--- src/rtl/change_dispenser.sv ---
`default_nettype none
// ============================================================================
// Module      : change_dispenser
// Description : Greedy coin-change dispenser. Takes a change amount in cents
//               and releases it one coin per eject slot, largest denomination
//               first ($5, $1, 25c, 10c, 5c). Reports per-denomination counts,
//               the undispensable remainder and a short-change flag.
// Build macro : COIN_INVENTORY_EN - when defined, each denomination has a
//               finite inventory (INV_INIT coins) that the greedy choice
//               respects, reloadable with refill while idle. When undefined,
//               coins are unlimited and there is no refill port.
// Ports       : clk, rst_n           clock / async active-low reset
//               start, amount_cents  dispense request (sampled while idle)
//               refill               inventory reload (COIN_INVENTORY_EN)
//               busy, done           request in progress / finish pulse
//               coin_eject, coin_type  one pulse per coin, 1=5c .. 5=$5
//               cnt_*                coins of each type for this request
//               remainder_cents, short  leftover amount at done
// Revision    : 1.0 - initial release
// ============================================================================
module change_dispenser #(
    parameter int AMT_W     = 13,
    parameter int CNT_W     = 8,
    parameter int EJECT_GAP = 2
`ifdef COIN_INVENTORY_EN
    ,
    parameter int INV_INIT  = 8
`endif
) (
    input  logic             clk,
    input  logic             rst_n,
    input  logic             start,
    input  logic [AMT_W-1:0] amount_cents,
`ifdef COIN_INVENTORY_EN
    input  logic             refill,
`endif
    output logic             busy,
    output logic             done,
    output logic             coin_eject,
    output logic [2:0]       coin_type,
    output logic [CNT_W-1:0] cnt_nickel,
    output logic [CNT_W-1:0] cnt_dime,
    output logic [CNT_W-1:0] cnt_quarter,
    output logic [CNT_W-1:0] cnt_dollar,
    output logic [CNT_W-1:0] cnt_five,
    output logic [AMT_W-1:0] remainder_cents,
    output logic             short
);

    localparam logic [1:0] c_IDLE     = 2'd0;
    localparam logic [1:0] c_DISPENSE = 2'd1;
    localparam logic [1:0] c_GAP      = 2'd2;

    // Coin value indexed by coin_type code.
    localparam logic [AMT_W-1:0] c_VAL [1:5] = '{AMT_W'(5), AMT_W'(10), AMT_W'(25),
                                                 AMT_W'(100), AMT_W'(500)};

    localparam int              c_GAP_W    = (EJECT_GAP > 1) ? $clog2(EJECT_GAP + 1) : 1;
    localparam logic [c_GAP_W-1:0] c_GAP_LOAD = (EJECT_GAP > 0) ? c_GAP_W'(EJECT_GAP - 1)
                                                                : '0;

    logic [1:0]         r_state;
    logic               r_busy;
    logic               r_done;
    logic               r_eject;
    logic [2:0]         r_type;
    logic [AMT_W-1:0]   r_rem;
    logic [AMT_W-1:0]   r_remainder;
    logic               r_short;
    logic [c_GAP_W-1:0] r_gap;
    logic [CNT_W-1:0]   r_cnt [1:5];

    logic [5:1]         w_avail;
    logic [2:0]         w_type;
    logic [AMT_W-1:0]   w_val;

`ifdef COIN_INVENTORY_EN
    localparam int c_INV_W = (INV_INIT > 0) ? $clog2(INV_INIT + 1) : 1;
    localparam logic [c_INV_W-1:0] c_INV_LOAD = c_INV_W'(INV_INIT);

    logic [c_INV_W-1:0] r_inv [1:5];

    always_comb begin
        w_avail = '0;
        for (int i = 1; i <= 5; i++) begin
            w_avail[i] = (r_inv[i] != '0);
        end
    end
`else
    assign w_avail = '1;
`endif

    // Greedy pick: ascending scan, so the last qualifying coin (the largest)
    // wins. w_type == 0 means nothing more can be paid out.
    always_comb begin
        w_type = 3'd0;
        w_val  = '0;
        for (int i = 1; i <= 5; i++) begin
            if (r_rem >= c_VAL[i] && w_avail[i]) begin
                w_type = 3'(i);
                w_val  = c_VAL[i];
            end
        end
    end

    always_ff @(posedge clk or negedge rst_n) begin
        if (!rst_n) begin
            r_state     <= c_IDLE;
            r_busy      <= 1'b0;
            r_done      <= 1'b0;
            r_eject     <= 1'b0;
            r_type      <= 3'd0;
            r_rem       <= '0;
            r_remainder <= '0;
            r_short     <= 1'b0;
            r_gap       <= '0;
            for (int i = 1; i <= 5; i++) begin
                r_cnt[i] <= '0;
`ifdef COIN_INVENTORY_EN
                r_inv[i] <= c_INV_LOAD;
`endif
            end
        end else begin
            // Pulses default low every cycle.
            r_done  <= 1'b0;
            r_eject <= 1'b0;
            r_type  <= 3'd0;
            case (r_state)
                c_IDLE: begin
`ifdef COIN_INVENTORY_EN
                    if (refill) begin
                        for (int i = 1; i <= 5; i++) begin
                            r_inv[i] <= c_INV_LOAD;
                        end
                    end
`endif
                    if (start) begin
                        r_rem       <= amount_cents;
                        r_remainder <= '0;
                        r_short     <= 1'b0;
                        r_busy      <= 1'b1;
                        r_state     <= c_DISPENSE;
                        for (int i = 1; i <= 5; i++) begin
                            r_cnt[i] <= '0;
                        end
                    end
                end
                c_DISPENSE: begin
                    if (w_type != 3'd0) begin
                        r_eject <= 1'b1;
                        r_type  <= w_type;
                        r_rem   <= r_rem - w_val;
                        for (int i = 1; i <= 5; i++) begin
                            if (w_type == 3'(i)) begin
                                // Count saturates; the coin is still released.
                                if (r_cnt[i] != '1) begin
                                    r_cnt[i] <= r_cnt[i] + 1'b1;
                                end
`ifdef COIN_INVENTORY_EN
                                r_inv[i] <= r_inv[i] - 1'b1;
`endif
                            end
                        end
                        if (EJECT_GAP > 0) begin
                            r_gap   <= c_GAP_LOAD;
                            r_state <= c_GAP;
                        end
                    end else begin
                        r_done      <= 1'b1;
                        r_busy      <= 1'b0;
                        r_remainder <= r_rem;
                        r_short     <= (r_rem != '0);
                        r_state     <= c_IDLE;
                    end
                end
                c_GAP: begin
                    if (r_gap == '0) begin
                        r_state <= c_DISPENSE;
                    end else begin
                        r_gap <= r_gap - 1'b1;
                    end
                end
                default: begin
                    r_state <= c_IDLE;
                    r_busy  <= 1'b0;
                end
            endcase
        end
    end

    assign busy            = r_busy;
    assign done            = r_done;
    assign coin_eject      = r_eject;
    assign coin_type       = r_type;
    assign cnt_nickel      = r_cnt[1];
    assign cnt_dime        = r_cnt[2];
    assign cnt_quarter     = r_cnt[3];
    assign cnt_dollar      = r_cnt[4];
    assign cnt_five        = r_cnt[5];
    assign remainder_cents = r_remainder;
    assign short           = r_short;

endmodule
`default_nettype wire
--- config.mk ---
export PLATFORM = sky130hd
export DESIGN_NAME = change_dispenser
export DESIGN_NICKNAME = d
export VERILOG_FILES = /design/src/rtl/change_dispenser.sv
export SDC_FILE = /design/constraint.sdc
export NUM_CORES = 1
export LEC_CHECK = 0
export BUFFER_PORTS_ARGS = -buffer_cell sky130_fd_sc_hd__buf_2
export CORE_MARGIN = 5
export CORE_UTILIZATION = 55
export DETAILED_ROUTE_END_ITERATION = 12
export PLACE_DENSITY = 0.79
export SYNTH_ARGS = -nofsm -noshare
export SYNTH_HDL_FRONTEND = slang
export SYNTH_SLANG_ARGS = --single-unit
--- constraint.sdc ---
create_clock -name clk -period 4.55 [get_ports clk]
set_clock_uncertainty 0.1 [all_clocks]
set_input_delay 0 -clock clk [delete_from_list [all_inputs] [get_ports clk]]
set_output_delay 0 -clock clk [all_outputs]
set_load 0.1 [all_outputs]
After elaboration in Yosys (flattened, before gate mapping)

Cells that the tools add are included.

$add $sub $neg: 7
$lt $le $gt $ge: 5
Equal/unequal tests: 27
Mux-type cells: 48
Bitwise gates (word level): 1
Reduce and logical (&&, ||, !) cells: 16

Operators with widths:

| operator            | count |
|---|---|
| $mux 40             | 2 |
| $mux 8              | 10 |
| $pmux 40 s2         | 1 |
| $mux 13             | 5 |
| $pmux 13 s2         | 2 |
| $add 8x1->8 const B | 5 |
| $ne 8x8->1 const B  | 5 |
| $ne 2x2->1 const B  | 15 |
| $reduce_and 5->1    | 5 |
| $mux 3              | 5 |
| $mux 2              | 7 |
| $ge 13x3->1 const B | 1 |
| $ge 13x4->1 const B | 1 |
| $ge 13x5->1 const B | 1 |
| $ge 13x7->1 const B | 1 |
| $ge 13x9->1 const B | 1 |
| $reduce_bool 13->1  | 1 |
| $sub 13x13->13      | 1 |
| $reduce_and 3->1    | 4 |
| $mux 1              | 9 |
| $mux 7              | 1 |
| $eq 3x2->1 const B  | 2 |
| $eq 3x3->1 const B  | 2 |
| $pmux 2 s3          | 1 |
| 14 further kinds    | 16 |

Register bits: 77
Input port bits: 16
Output and inout bits: 60
Word-level logic and storage cells: 118

Longest topological paths before layout

Depth after elaboration: 10
Mapped depth: 13
Mapped depth without buffers: 13

Least setup slack after synthesis

No wires, ideal clock.

Path type: reg-to-reg
Start point: register r_rem[12]
End point: register r_rem[10]
Library setup time: 121 ps
Data arrival time: 3342 ps
Data required time: 4329 ps
Setup slack: 987 ps
Stages on the path, launching flop included: 13
Buffers on the path: 0
Period minus slack after synthesis: 3563 ps
Cell sequence: dfrtp_1 -> or4_4 -> nor4_4 -> nand2_2 -> nand2_1 -> ha_1 -> nor2b_1 -> o31a_1 -> o31a_1 -> or2_2 -> a31oi_1 -> a31oi_1 -> o22a_1

Longest elaborated chain between the ends: 9
Elaborated cells on any way between the ends: 21
Classes of those cells: add/sub: 1; order compare: 5; eq/ne: 1; mux: 12; reduce/logical: 2

Ends and longest elaborated chain:

| item                                                | line     | text |
|---|---|---|
| start, declared                                     | 67       | `logic [AMT_W-1:0] r_rem;` |
| start signal, assigned                              | 138      | `r_rem <= amount_cents;` |
| start signal, assigned                              | 152      | `r_rem <= r_rem - w_val;` |
| $ge 13x3->1                                         | 99       | `if (r_rem >= c_VAL[i] && w_avail[i]) begin` |
| $mux 3 or $mux 1 (tied branches)                    | 99       |  |
| $mux 4 or $mux 2 (tied branches)                    | 99       |  |
| $mux 5 or $mux 2 (tied branches)                    | 99       |  |
| $mux 7 or $mux 3 (tied branches)                    | 99       |  |
| $mux 13 or $mux 3 (tied branches)                   | 99       |  |
| $sub 13x13->13 or $reduce_bool 3->1 (tied branches) | 152, 149 |  |
| $mux 13 or $ne 2x2->1 (tied branches)               | n/a      |  |
| $pmux 13 s2 or $reduce_and 3->1 (tied branches)     | n/a      |  |

Parallel ways exist; a longest one is shown, timed or not. The select of a mux whose other input is x is not followed.
A chain may end at the register's enable or synchronous reset.

Final worst setup path

Same ends and word-level chain as after synthesis.

==> flow_summary.json <==
{
  "status": "finished, final reports clean",
  "crit_buf_inv": 0,
  "fin_setup_tns_ns": 0,
  "post-cts-setup-buffer-count": 0,
  "power_density_nw_per_um2": 548,
  "final_cell_mix": "77 x dfrtp_1, 74 x buf_2, 54 x o21ai_0, 45 x nand2_1, 40 x nand3_1",
  "start_util": 0.573,
  "drive_gt1_frac": 0.195,
  "rsz0062_at_grt": "no",
  "yosysSeqAreaShare": 0.458,
  "cts-resized-gates": 0,
  "synth_edf_count": 0,
  "rows": 31,
  "fp.dieH_um": 97.4,
  "routabilityCongestion": 0.939,
  "grt_max_degree": 78,
  "cp_max_fo": 10,
  "final_hold_viol_count": 0,
  "vias": 3977,
  "slew_viol_final": 0,
  "clock-root-buffer": "clkbuf_8",
  "period_share": 0.869,
  "hpwl_um": 7370,
  "mostFrequentLayoutCell": "dfrtp_1",
  "cts_tree": "built",
  "crit_chain": "or4_4 -> nor4_4 -> nand2_2 -> nand2_1 -> ha_1 -> nor2b_1 -> o31a_1 -> o31a_1 -> or2_2 -> a31oi_1 -> a31oi_1 -> o22a_1",
  "antenna_found_initial": 0,
  "cp-startpoint": "r_rem[12]",
  "grt_pass1_vias": 3854,
  "area_delta_synth_final_pct": 20.4,
  "holdWs_ns": 0.225,
  "max_stage_delay_ns": 0.59,
  "netlist_instances": 467,
  "yosys_register_bits": 77,
  "ys.flop_type": "dfrtp_1",
  "hold_path_class": "in -> async",
  "core-area_um2": 7330,
  "syn-cell-area_um2": 4200,
  "yosysWarnings": 0,
  "grt_pass1_wl_um": 18200,
  "fmax_ghz": 0.253,
  "startpoint_type": "flop",
  "ant_nets": 0,
  "overflow": 0,
  "slew_headroom": 0.350,
  "nets": 586,
  "ys_types": 54,
  "io_pins": 76,
  "dieArea_um2": 9490,
  "wl_per_cell_um": 16.1,
  "worstSetupEndpointType": "flop",
  "timing.critical_path.required_ns": 4.70,
  "die_w_um": 97.4,
  "avgSynthCellArea_um2": 9.00,
  "fillers": 599,
  "path_class": "reg -> reg",
  "first_iter_violations": 301,
  "finalSetupViolations": 0,
  "r2r-start": "r_rem[12]",
  "clk_latency_ns": 0.36,
  "async_flop_share": 1.00,
  "crit_family": "simple AND/OR/NAND/NOR gates",
  "cp.arrival_ns": 4.10,
  "clock_path_buffers": 2,
  "period_needed_ns": 3.95,
  "max-cap-violations": 0,
  "cts.sinks": 77,
  "ir_drop_uv": 302,
  "postSynthNetCount": 499,
  "cts_buffers": 9,
  "wl_um": 10600,
  "yosys.area.top_type_share": 0.458,
  "p_leak_uw": 0.00243,
  "synth_top_area_cell": "dfrtp_1",
  "worstMarginPinSlew_ns": 0.975,
  "io_buffer_count": 75,
  "cts_max_level": 3,
  "insertedDiodeCount": 0,
  "drtPass1Iterations": 5,
  "grt_util_all_layers": 0.230,
  "drc": 0,
  "path_clk_slew_ns": 0.08,
  "synth.top_cells.by_area": "dfrtp_1 46%, o21ai_0 6.4%, nand3_1 4.8%",
  "slowest_stage": "or4_4",
  "vias_per_cell": 6.04
}
-- routing by layer --
metal,part of all wire,track usage,wire [um],up-vias
met5,0,0,0,-
met4,0.016,0.0788,166,0
met3,0.059,0.0538,626,19
met2,0.49,0.371,5170,123
met1,0.44,0.306,4640,1947
li1,-,-,-,1888
-- through the flow --
step / cells / setup WS (ns) / total power [uW] / area (um2) / util
6_report: 658 / 0.597 / 2770 / 5060 / 0.691
2_1_floorplan: 467 / 0.987 / 1840 / 4200 / -
3_5_place_dp: 627 / 0.648 / 2130 / 4670 / 0.637
4_1_cts: 658 / 0.631 / 2780 / 5060 / 0.691
5_1_grt: 658 / 0.428 / 2960 / 5060 / 0.691
3_3_place_gp: 627 / 0.784 / 2090 / 4670 / 0.637
-- state kept, by name (all words and copies together), names as in the netlist, 3 cells and up --
register and flops:
cnt_five 8, cnt_quarter 8, r_rem 13, remainder_cents 13, coin_type 3, cnt_dollar 8
cnt_dime 8, cnt_nickel 8
-- cells by family (layout without fill, tap and decap cells) --
kind of cell	Yosys count	count (layout)	synth area share
and+or+nand+nor	203	203	0.251
buffers and inverters	30	122	0.0274
AOI/OAI and AO/OA	138	138	0.207
DFF	77	77	0.458
xor gates and xnor gates	1	1	0.00208
muxes	2	2	0.00476
adders and majority gates	16	16	0.0494
-- power breakdown --
group	total, uW	internal (uW)	switching, uW
combinational	1200	376	828
sequential	938	785	153
clock	631	367	264
total	2770	1530	1250
-- synth_stat cells, drive strengths merged, types with 2 or more instances --
library cell and count:
inv 12, buf 5, nor3b 2, nand3b 2, a211oi 9, nand3 41
mux2i 2, nor2 37, or2 3, nor3 10, a31oi 7, nand4 8
nor2b 5, o41ai 4, a221oi 2, o211ai 7, dfrtp 77, nand2 46
o21ai 60, clkbuf 13, o31a 4, ha 15, a21oi 14, o31ai 19
o21a 5, nor4 4, and2 18, nand2b 7, or4 3, and3 11
-- final timing paths --
check,slack [ns],cells after the start,end
max,0.60,12,r_rem[10]
min,0.22,2,remainder_cents[3]
max reg2reg,0.60,12,r_rem[10]
min reg2reg,0.38,1,remainder_cents[8]
max in group asynchronous,3.48,2,cnt_quarter[4]
min in group clk,0.34,4,r_rem[6]
-- layout make-up --
type | instances | area (um2) | share of cell area
Sequential cell | 77 | 1930 | 0.381
Tap cell | 99 | 124 | 0.0245
Multi-Input combinational cell | 360 | 2160 | 0.427
Inverter | 12 | 45.0 | 0.00890
Clock buffer | 9 | 124 | 0.0245
Clock inverter | 7 | 121 | 0.0240
Timing Repair Buffer | 94 | 558 | 0.110
-- what timing repair did --
item | CTS | global route
hold endpoints to repair | 92 | 0
hold buffers | 15 | 0
setup endpoints to repair | 0 | 0
Note: power is estimated with default switching activity, not from simulation.
